[src/rtl/spi_slave_if_if.sv]
// Bundle of SPI pins and RAM handshake for the SPI slave front end.
//   sclk, mosi, ss_n : SPI master -> slave
//   miso             : slave -> SPI master
//   rx_data/rx_valid : completed command frame towards the RAM stage
//   tx_data/tx_valid : RAM read result back to the slave
//   rd_err           : read-timeout pulse, present only with SPI_RD_TIMEOUT_EN
interface spi_slave_if_if #(
    parameter int unsigned FRAME_W = 18
);
    logic               sclk;
    logic               mosi;
    logic               ss_n;
    logic               miso;
    logic [FRAME_W-1:0] rx_data;
    logic               rx_valid;
    logic [FRAME_W-1:0] tx_data;
    logic               tx_valid;
`ifdef SPI_RD_TIMEOUT_EN
    logic               rd_err;
`endif

    modport slave (
        input  sclk, mosi, ss_n, tx_data, tx_valid,
`ifdef SPI_RD_TIMEOUT_EN
        output rd_err,
`endif
        output miso, rx_data, rx_valid
    );

    modport master (
        output sclk, mosi, ss_n, tx_data, tx_valid,
`ifdef SPI_RD_TIMEOUT_EN
        input  rd_err,
`endif
        input  miso, rx_data, rx_valid
    );
endinterface

[src/rtl/spi_slave_if.sv]
// SPI mode-0 slave front end for the RAM stage, fully oversampled in sys_clock.
// Deserialises FRAME_W-bit MOSI frames (2-bit opcode + payload) into rx_data/rx_valid;
// for READ_DATA (2'b11) it captures the RAM word and shifts DATA_W bits back on MISO.
// Ports:
//   sys_clock, reset_n : system clock (>= 16x SCLK), async active-low reset
//   bus (slave modport): sclk/mosi/ss_n in, miso out, rx_data/rx_valid out,
//                        tx_data/tx_valid in, rd_err out (timeout build only)
// Optional feature macro: SPI_RD_TIMEOUT_EN -- gives up on a RAM read after 8 cycles
// in WAIT_RD and pulses rd_err.
module spi_slave_if #(
    parameter int unsigned FRAME_W     = 18,
    parameter int unsigned DATA_W      = 16,
    parameter int unsigned SYNC_STAGES = 2
) (
    input  logic          sys_clock,
    input  logic          reset_n,
    spi_slave_if_if.slave bus
);
    localparam int unsigned CNT_W = $clog2(FRAME_W + DATA_W + 1);
    localparam int unsigned OP_W  = 2;
    localparam logic [OP_W-1:0] OP_READ_DATA = 2'b11;

    typedef enum logic [2:0] {
        ST_IDLE,
        ST_RX,
        ST_WAIT_RD,
        ST_TX,
        ST_DRAIN
    } state_e;

    state_e                 state_q, state_d;
    logic [SYNC_STAGES-1:0] sclk_sync_q, sclk_sync_d;
    logic [SYNC_STAGES-1:0] mosi_sync_q, mosi_sync_d;
    logic [SYNC_STAGES-1:0] ss_sync_q, ss_sync_d;
    logic                   sclk_dly_q, sclk_dly_d;
    logic [CNT_W-1:0]       bit_cnt_q, bit_cnt_d;
    logic [FRAME_W-1:0]     rx_shift_q, rx_shift_d;
    logic [FRAME_W-1:0]     rx_data_q, rx_data_d;
    logic                   rx_valid_q, rx_valid_d;
    logic [DATA_W-1:0]      tx_shift_q, tx_shift_d;
    logic                   rise_seen_q, rise_seen_d;
    logic                   miso_q, miso_d;

    logic sclk_s, mosi_s, ss_s;
    logic sclk_rise_c, sclk_fall_c;
    logic frame_done_c, tx_last_c;
    logic unused_tx_hi_c;

`ifdef SPI_RD_TIMEOUT_EN
    localparam int unsigned TMO_W      = 4;
    localparam int unsigned TMO_CYCLES = 8;
    logic [TMO_W-1:0] tmo_cnt_q, tmo_cnt_d;
    logic             rd_err_q, rd_err_d;
    logic             tmo_hit_c;
`endif

    // Synchroniser chains: newest sample enters at bit 0, oldest falls off the top
    always_comb begin
        sclk_sync_d = SYNC_STAGES'({sclk_sync_q, bus.sclk});
        mosi_sync_d = SYNC_STAGES'({mosi_sync_q, bus.mosi});
        ss_sync_d   = SYNC_STAGES'({ss_sync_q, bus.ss_n});
        sclk_dly_d  = sclk_s;
    end

    assign sclk_s       = sclk_sync_q[SYNC_STAGES-1];
    assign mosi_s       = mosi_sync_q[SYNC_STAGES-1];
    assign ss_s         = ss_sync_q[SYNC_STAGES-1];
    assign sclk_rise_c  = sclk_s & ~sclk_dly_q;
    assign sclk_fall_c  = ~sclk_s & sclk_dly_q;
    assign frame_done_c = (bit_cnt_q == CNT_W'(FRAME_W));
    assign tx_last_c    = sclk_rise_c && (bit_cnt_q == CNT_W'(DATA_W - 1));
    // Opcode bits of the RAM word are not returned on MISO
    assign unused_tx_hi_c = ^bus.tx_data[FRAME_W-1:DATA_W];

`ifdef SPI_RD_TIMEOUT_EN
    assign tmo_hit_c = !bus.tx_valid && (tmo_cnt_q == TMO_W'(TMO_CYCLES - 1));
`endif

    // State register
    always_ff @(posedge sys_clock or negedge reset_n) begin
        if (!reset_n) begin
            state_q <= ST_IDLE;
        end else begin
            state_q <= state_d;
        end
    end

    // Next-state logic; ss_n high aborts from anywhere
    always_comb begin
        state_d = state_q;
        if (ss_s) begin
            state_d = ST_IDLE;
        end else begin
            case (state_q)
                ST_IDLE: state_d = ST_RX;
                ST_RX: begin
                    if (frame_done_c) begin
                        state_d = (rx_shift_q[FRAME_W-1 -: OP_W] == OP_READ_DATA) ? ST_WAIT_RD
                                                                                  : ST_DRAIN;
                    end
                end
                ST_WAIT_RD: begin
                    if (bus.tx_valid) begin
                        state_d = ST_TX;
                    end
`ifdef SPI_RD_TIMEOUT_EN
                    else if (tmo_hit_c) begin
                        state_d = ST_DRAIN;
                    end
`endif
                end
                ST_TX: begin
                    if (tx_last_c) begin
                        state_d = ST_DRAIN;
                    end
                end
                ST_DRAIN: state_d = ST_DRAIN;
                default:  state_d = ST_IDLE;
            endcase
        end
    end

    // Datapath and output next values
    always_comb begin
        bit_cnt_d   = bit_cnt_q;
        rx_shift_d  = rx_shift_q;
        rx_data_d   = rx_data_q;
        rx_valid_d  = 1'b0;
        tx_shift_d  = tx_shift_q;
        rise_seen_d = rise_seen_q;
`ifdef SPI_RD_TIMEOUT_EN
        tmo_cnt_d   = tmo_cnt_q;
        rd_err_d    = 1'b0;
`endif
        if (ss_s) begin
            bit_cnt_d   = '0;
            rise_seen_d = 1'b0;
        end else begin
            case (state_q)
                ST_IDLE: bit_cnt_d = '0;
                ST_RX: begin
                    if (frame_done_c) begin
                        rx_data_d  = rx_shift_q;
                        rx_valid_d = 1'b1;
                        bit_cnt_d  = '0;
`ifdef SPI_RD_TIMEOUT_EN
                        tmo_cnt_d  = '0;
`endif
                    end else if (sclk_rise_c) begin
                        rx_shift_d = {rx_shift_q[FRAME_W-2:0], mosi_s};
                        bit_cnt_d  = bit_cnt_q + CNT_W'(1);
                    end
                end
                ST_WAIT_RD: begin
                    // RAM holds tx_data for one cycle only, so capture it immediately
                    if (bus.tx_valid) begin
                        tx_shift_d  = bus.tx_data[DATA_W-1:0];
                        bit_cnt_d   = '0;
                        rise_seen_d = 1'b0;
                    end
`ifdef SPI_RD_TIMEOUT_EN
                    else begin
                        tmo_cnt_d = tmo_cnt_q + TMO_W'(1);
                        rd_err_d  = tmo_hit_c;
                    end
`endif
                end
                ST_TX: begin
                    // Only a fall preceded by a rise in TX advances the data, so the
                    // trailing fall of the command frame never drops bit 15
                    if (sclk_rise_c) begin
                        bit_cnt_d   = bit_cnt_q + CNT_W'(1);
                        rise_seen_d = 1'b1;
                    end else if (sclk_fall_c && rise_seen_q) begin
                        tx_shift_d  = {tx_shift_q[DATA_W-2:0], 1'b0};
                        rise_seen_d = 1'b0;
                    end
                end
                default: ;
            endcase
        end
        miso_d = (state_d == ST_TX) ? tx_shift_d[DATA_W-1] : 1'b0;
    end

    // Datapath registers
    always_ff @(posedge sys_clock or negedge reset_n) begin
        if (!reset_n) begin
            sclk_sync_q <= '0;
            mosi_sync_q <= '0;
            ss_sync_q   <= '1;
            sclk_dly_q  <= 1'b0;
            bit_cnt_q   <= '0;
            rx_shift_q  <= '0;
            rx_data_q   <= '0;
            rx_valid_q  <= 1'b0;
            tx_shift_q  <= '0;
            rise_seen_q <= 1'b0;
            miso_q      <= 1'b0;
`ifdef SPI_RD_TIMEOUT_EN
            tmo_cnt_q   <= '0;
            rd_err_q    <= 1'b0;
`endif
        end else begin
            sclk_sync_q <= sclk_sync_d;
            mosi_sync_q <= mosi_sync_d;
            ss_sync_q   <= ss_sync_d;
            sclk_dly_q  <= sclk_dly_d;
            bit_cnt_q   <= bit_cnt_d;
            rx_shift_q  <= rx_shift_d;
            rx_data_q   <= rx_data_d;
            rx_valid_q  <= rx_valid_d;
            tx_shift_q  <= tx_shift_d;
            rise_seen_q <= rise_seen_d;
            miso_q      <= miso_d;
`ifdef SPI_RD_TIMEOUT_EN
            tmo_cnt_q   <= tmo_cnt_d;
            rd_err_q    <= rd_err_d;
`endif
        end
    end

    assign bus.miso     = miso_q;
    assign bus.rx_data  = rx_data_q;
    assign bus.rx_valid = rx_valid_q;
`ifdef SPI_RD_TIMEOUT_EN
    assign bus.rd_err   = rd_err_q;
`endif
endmodule

[src/flat_wrapper.sv]
// flat-port wrapper written by rule: the top's interface ports become plain ports
module spi_slave_if_flat 
#(
    parameter int unsigned FRAME_W     = 18,
    parameter int unsigned DATA_W      = 16,
    parameter int unsigned SYNC_STAGES = 2
)
  (sys_clock, reset_n, bus_sclk, bus_mosi, bus_ss_n, bus_tx_data, bus_tx_valid, bus_miso, bus_rx_data, bus_rx_valid);
  spi_slave_if_if #(.FRAME_W(FRAME_W)) bus_i ();
  input  logic sys_clock;
  input  logic reset_n;
  input wire logic [$bits(bus_i.sclk)-1:0] bus_sclk;
  input wire logic [$bits(bus_i.mosi)-1:0] bus_mosi;
  input wire logic [$bits(bus_i.ss_n)-1:0] bus_ss_n;
  input wire logic [$bits(bus_i.tx_data)-1:0] bus_tx_data;
  input wire logic [$bits(bus_i.tx_valid)-1:0] bus_tx_valid;
  output wire logic [$bits(bus_i.miso)-1:0] bus_miso;
  output wire logic [$bits(bus_i.rx_data)-1:0] bus_rx_data;
  output wire logic [$bits(bus_i.rx_valid)-1:0] bus_rx_valid;
  assign bus_i.sclk = bus_sclk;
  assign bus_i.mosi = bus_mosi;
  assign bus_i.ss_n = bus_ss_n;
  assign bus_i.tx_data = bus_tx_data;
  assign bus_i.tx_valid = bus_tx_valid;
  assign bus_miso = bus_i.miso;
  assign bus_rx_data = bus_i.rx_data;
  assign bus_rx_valid = bus_i.rx_valid;
  spi_slave_if #(.FRAME_W(FRAME_W), .DATA_W(DATA_W), .SYNC_STAGES(SYNC_STAGES)) u_core (.sys_clock(sys_clock), .reset_n(reset_n), .bus(bus_i));
endmodule
[config.mk]
export PLATFORM = sky130hd
export DESIGN_NAME = spi_slave_if_flat
export DESIGN_NICKNAME = d
export VERILOG_FILES = /design/src/rtl/spi_slave_if_if.sv /design/src/rtl/spi_slave_if.sv /design/src/flat_wrapper.sv
export SDC_FILE = /design/constraint.sdc
export NUM_CORES = 1
export LEC_CHECK = 0
export BUFFER_PORTS_ARGS = -buffer_cell sky130_fd_sc_hd__buf_4
export CAP_MARGIN = 20
export CORE_MARGIN = 2
export CORE_UTILIZATION = 56
export DETAILED_ROUTE_END_ITERATION = 16
export GPL_ROUTABILITY_DRIVEN = 0
export GPL_TIMING_DRIVEN = 0
export PLACE_DENSITY = 0.78
export SETUP_SLACK_MARGIN = 0.1
export SKIP_CTS_REPAIR_TIMING = 1
export SYNTH_ARGS = -nofsm -noshare
export SYNTH_HDL_FRONTEND = slang
export SYNTH_SLANG_ARGS = --single-unit
[constraint.sdc]
create_clock -name sys_clock -period 2.5 [get_ports sys_clock]
set_clock_uncertainty 0.05 [all_clocks]
set_input_delay 0.375 -clock sys_clock [delete_from_list [all_inputs] [get_ports sys_clock]]
set_output_delay 0.375 -clock sys_clock [all_outputs]
set_load 0.005 [all_outputs]
Yosys cells after proc, flatten, opt, wreduce, memory -nomap -nowiden
Cells that the tools add are included.
Operators by class
  $add $sub $neg: 1
  equal/unequal tests: 13
  mux-type cells: 25
  bitwise operators: 6
  reduce and logical (&&, ||, !) cells: 11
Operator list (count)
  $mux 16: 4
  $pmux 16 s2: 1
  $mux 6: 4
  $pmux 6 s4: 1
  $mux 3: 5
  $pmux 3 s5: 1
  $eq 3x2->1 const B: 3
  $mux 1: 8
  $add 6x1->6 const B: 1
  $eq 6x4->1 const B: 1
  $eq 6x5->1 const B: 1
  $reduce_and 3->1: 2
  $reduce_and 5->1: 1
  $reduce_bool 5->1: 1
  $ne 2x2->1 const B: 2
  $ne 4x1->1 const B: 1
  $not 1->1: 4
  $reduce_and 4->1: 1
  $eq 3x1->1 const B: 1
  $eq 3x3->1 const B: 1
  $logic_not 3->1: 1
  $ne 3x2->1 const B: 1
  $reduce_bool 3->1: 1
  $and 1x1->1: 2
  6 further kinds: 7
Word-level totals
  register bits after elaboration: 71
  bits of input ports: 24
  output and inout bits: 20
  logic and storage cells: 69

Longest topological paths before layout
  word-level depth: 8
  depth in mapped cells: 8
  depth with buffers taken out: 6

Worst setup path before layout
Ideal clock, no wire load.
  path type: reg-to-reg
  from: register u_core.bit_cnt_q[0]
  to: register u_core.rx_shift_q[10]
  data arrival time: 1874 ps
  data required time: 2325 ps
  setup slack: 450 ps
  stages on the path, launching flop included: 9
  buffers on the path: 2
  period minus slack after synthesis: 2050 ps
  cell sequence: dfrtp_1 -> inv_1 -> ha_1 -> nand4bb_2 -> nor2_2 -> or4b_4 -> buf_6 -> buf_8 -> mux2_4
Between the ends
  longest elaborated chain between the ends: 3
RTL lines
  from (decl): RTL line spi_slave_if.sv:36  | logic [CNT_W-1:0] bit_cnt_q, bit_cnt_d;
  from (signal assigned): RTL line spi_slave_if.sv:208  | bit_cnt_q <= bit_cnt_d;
  $eq 6x5->1: RTL line spi_slave_if.sv:70  | assign frame_done_c = (bit_cnt_q == CNT_W'(FRAME_W));
  $not 1->1 (no source line)
  $reduce_and 4->1 (no source line)
  to (signal assigned): RTL line spi_slave_if.sv:209  | rx_shift_q <= rx_shift_d;
  to (decl): RTL line spi_slave_if.sv:37  | logic [FRAME_W-1:0] rx_shift_q, rx_shift_d;
No other way between the ends.
A chain may end at the register's enable or synchronous reset.

Final worst setup path
  from: register u_core.bit_cnt_q[0]
  to: register u_core.rx_shift_q[15]
The elaborated chain is that of the path after synthesis.

==> impl_metrics.yaml <==
layout:
  most-common-layout-cells: "dfrtp_1, buf_4, mux2_2, nor2_1, a21oi_1"
  syn_to_final_growth_pct: 18.8
  fin_nets: 326
  mostFrequentLayoutCell: "dfrtp_1"
  n_antenna_cell: 0
  drive_gt1_share_pct: 34.8
die:
  io_pins: 44
  die_w_um: 78.4
  fp.dieH_um: 78.4
  start_util_pct: 57.0
  core_area_um2: 5440
  dieArea_um2: 6150
  rows: 27
critical_path:
  required_ps: 2680
  arrival_ps: 2360
  critPathLaunchType: "flop"
  slowest_delay_ps: 510
  cp_max_fo: 10
  r2r-start: "u_core.bit_cnt_q[0]"
  critical_path_class: "flop to flop"
  crit_slowest_cell: "or4b_4"
  worstSetupEndpointType: "flop"
  ff2ff_setup_slack_ps: 320
  crit_start: "u_core.bit_cnt_q[0]"
  crit_chain: "inv_1, ha_1, nand4bb_2, nor2_2, or4b_4, buf_6, buf_8, mux2_4"
run:
  maxCapViolations: 0
timing:
  finalHoldViolations: 0
  max_slew.worst_pin.slew_ps: 857
  clock.fmax_mhz: 459
  fin_crit_sh_pct: 87.1
  setup_ws_ps: 324
  setup-tns-final_ps: 0
  finalSetupViolCount: 0
  rsz0062_at_grt: "false"
  final.min_clock_period_ps: 2180
  relSlewSlack_pct: 42.9
  final-max-slew-violation-count: 0
clock_tree:
  cts-root-buf: "clkbuf_8"
  clockBufferDepth: 2
  cts.clk_slew.worst_paths_ps: 80
  clk_latency_ps: 340
  cts_tree: "yes"
  cts_buffers: 9
  cts_sinks: 71
  h-tree-depth: 3
pwr:
  switching_share_pct: 22.3
  pwr-share-seq_pct: 55.6
  clock_power_share_pct: 38.6
  internal_power_w: 0.00173
  peakVddDrop_uv: 400
  p_comb_share_pct: 5.8
  power_w: 0.00223
  power_density_nw_per_um2: 605
  switching_power_w: 0.000497
  p_leak_nw: 1.76
synth:
  syn-instance-count: 248
  ys_ff_latch: 71
  synth_top_family_by_area: "multiplexers"
  synth_compound_area_share_pct: 13.3
  muxShareOfSynthArea_pct: 14.3
  synth-xor-area-share_pct: 0.565
  synth_flop_cell: "dfrtp_1"
  synthArstFlopShare_pct: 100
  synth_fa_ha_area_share_pct: 0.807
  ys_warn_count: 0
  synthSimpleGateAreaFrac_pct: 9.72
  ys_seq_area_share_pct: 57.4
  synth_edf_count: 0
  mappedNetlistArea_um2: 3100
  synthesis.nets: 274
  synth.avg_cell_area_um2: 12.5
  ys_types: 47
detailed_routing:
  viasPerCell: 5.58
  dr.first_iter.drc_count: 111
  wire_per_inst_um: 14.4
  firstDrtPassIters: 4
  drc: 0
  antenna_left: 0
  routed_wl_mm: 5.42
  vias: 2104
global_route:
  grt_pass1_wl_mm: 9.63
  grt_pass1_vias: 2108
  grt_usage_pct: 20.0
  antenna_found_initial: 0
  overflow: 0
  grt_max_degree: 72
run_status:
  status: "completed"
placement:
  dpl_worst_slack_ps: 327
  portBuffers: 41
  dp_hpwl_mm: 3.76
worst_hold_path:
  hold_path.class: "primary input to asynchronous set/reset pin"
[metrics by stage]
step	instances	area [µm²]	hold slack [ps]	util (%)
global placement	361	3500	285	64.3
floorplan	248	3100	29.4	-
CTS	377	3680	86.1	67.7
finish	377	3680	81.1	67.7
global route	377	3680	80.8	67.7
detailed placement	361	3500	294	64.3
[Yosys cell counts (all sizes together), types with 2 or more instances]
cell type | count | area [µm²]
dfrtp | 69 | 1730
mux2 | 36 | 443
nor2 | 24 | 92.6
a21oi | 18 | 90.1
a22oi | 14 | 105
clkbuf | 10 | 37.5
inv | 10 | 37.5
nand2 | 7 | 26.3
buf | 5 | 47.5
nand2b | 4 | 25.0
o21ai | 4 | 20.0
a31oi | 3 | 18.8
nand3 | 3 | 15.0
nand3b | 3 | 22.5
nor3b | 3 | 38.8
o2bb2ai | 3 | 26.3
o31ai | 3 | 22.5
a2bb2oi | 2 | 17.5
dfstp | 2 | 52.6
ha | 2 | 25.0
nor2b | 2 | 12.5
o211ai | 2 | 15.0
o22ai | 2 | 12.5
[sequential cells by signal (all words and copies together) (netlist names)]
name / cells
u_core.bit_cnt_q: 6
u_core.bus.miso: 1
u_core.bus.rx_data: 18
u_core.bus.rx_valid: 1
u_core.mosi_sync_q: 2
u_core.rise_seen_q: 1
u_core.rx_shift_q: 18
u_core.sclk_dly_q: 1
u_core.sclk_sync_q: 2
u_core.ss_sync_q: 2
u_core.state_q: 3
u_core.tx_shift_q: 16
[power groups by stage]
stage	clock network [W]	logic [W]	registers (W)
after floorplan	0	0.0000720	0.00125
final	0.000861	0.000129	0.00124
after global routing	0.000929	0.000146	0.00125
after global placement	0	0.000127	0.00126
after detailed placement	0	0.000131	0.00126
after CTS	0.000878	0.000132	0.00124
[metal layers]
metal	global-route usage, %	wire (µm)	up-vias
li1	-	-	998
met3	4.94	227	9
met2	30.9	2580	51
met5	0	0	-
met1	28.0	2520	1046
met4	7.02	87	0
[logic make-up (layout without fill, tap and decap cells)]
| group | after synthesis | count (layout) |
|---|---|---|
| xor+xnor | 2 | 2 |
| buf+inv | 25 | 82 |
| simple gates | 52 | 52 |
| mux | 36 | 36 |
| flops | 71 | 71 |
| compound gates | 60 | 60 |
| fa+ha+maj | 2 | 2 |
[area by class of cell]
| cell class | count | area (µm²) |
|---|---|---|
| flip-flops and latches | 71 | 1780 |
| fillers | 415 | 1750 |
| multi-input cells | 152 | 1200 |
| repair buffers | 41 | 308 |
| clock buffers | 12 | 135 |
| well taps | 72 | 90.1 |
| plain buffers | 15 | 86.3 |
| clock inverters | 4 | 48.8 |
| inverters | 10 | 37.5 |
[critical path: cells and delay by family, from the launching register on]
kind,cells,cell delay [ps]
fa+ha+maj,1,230
flops,1,410
mux,1,290
simple gates,3,700
buf+inv,3,390
[final timing paths]
kind,endpoint,cells past startpoint
worst min-delay path,u_core.bus.rx_data[12],1
worst max-delay path,u_core.rx_shift_q[15],8
min in group sys_clock,u_core.ss_sync_q[0],1
worst min register to register,u_core.sclk_sync_q[1],0
max in group asynchronous,u_core.tx_shift_q[5],1
worst max register to register,u_core.rx_shift_q[15],8
Power figures use the tool's default switching activity.
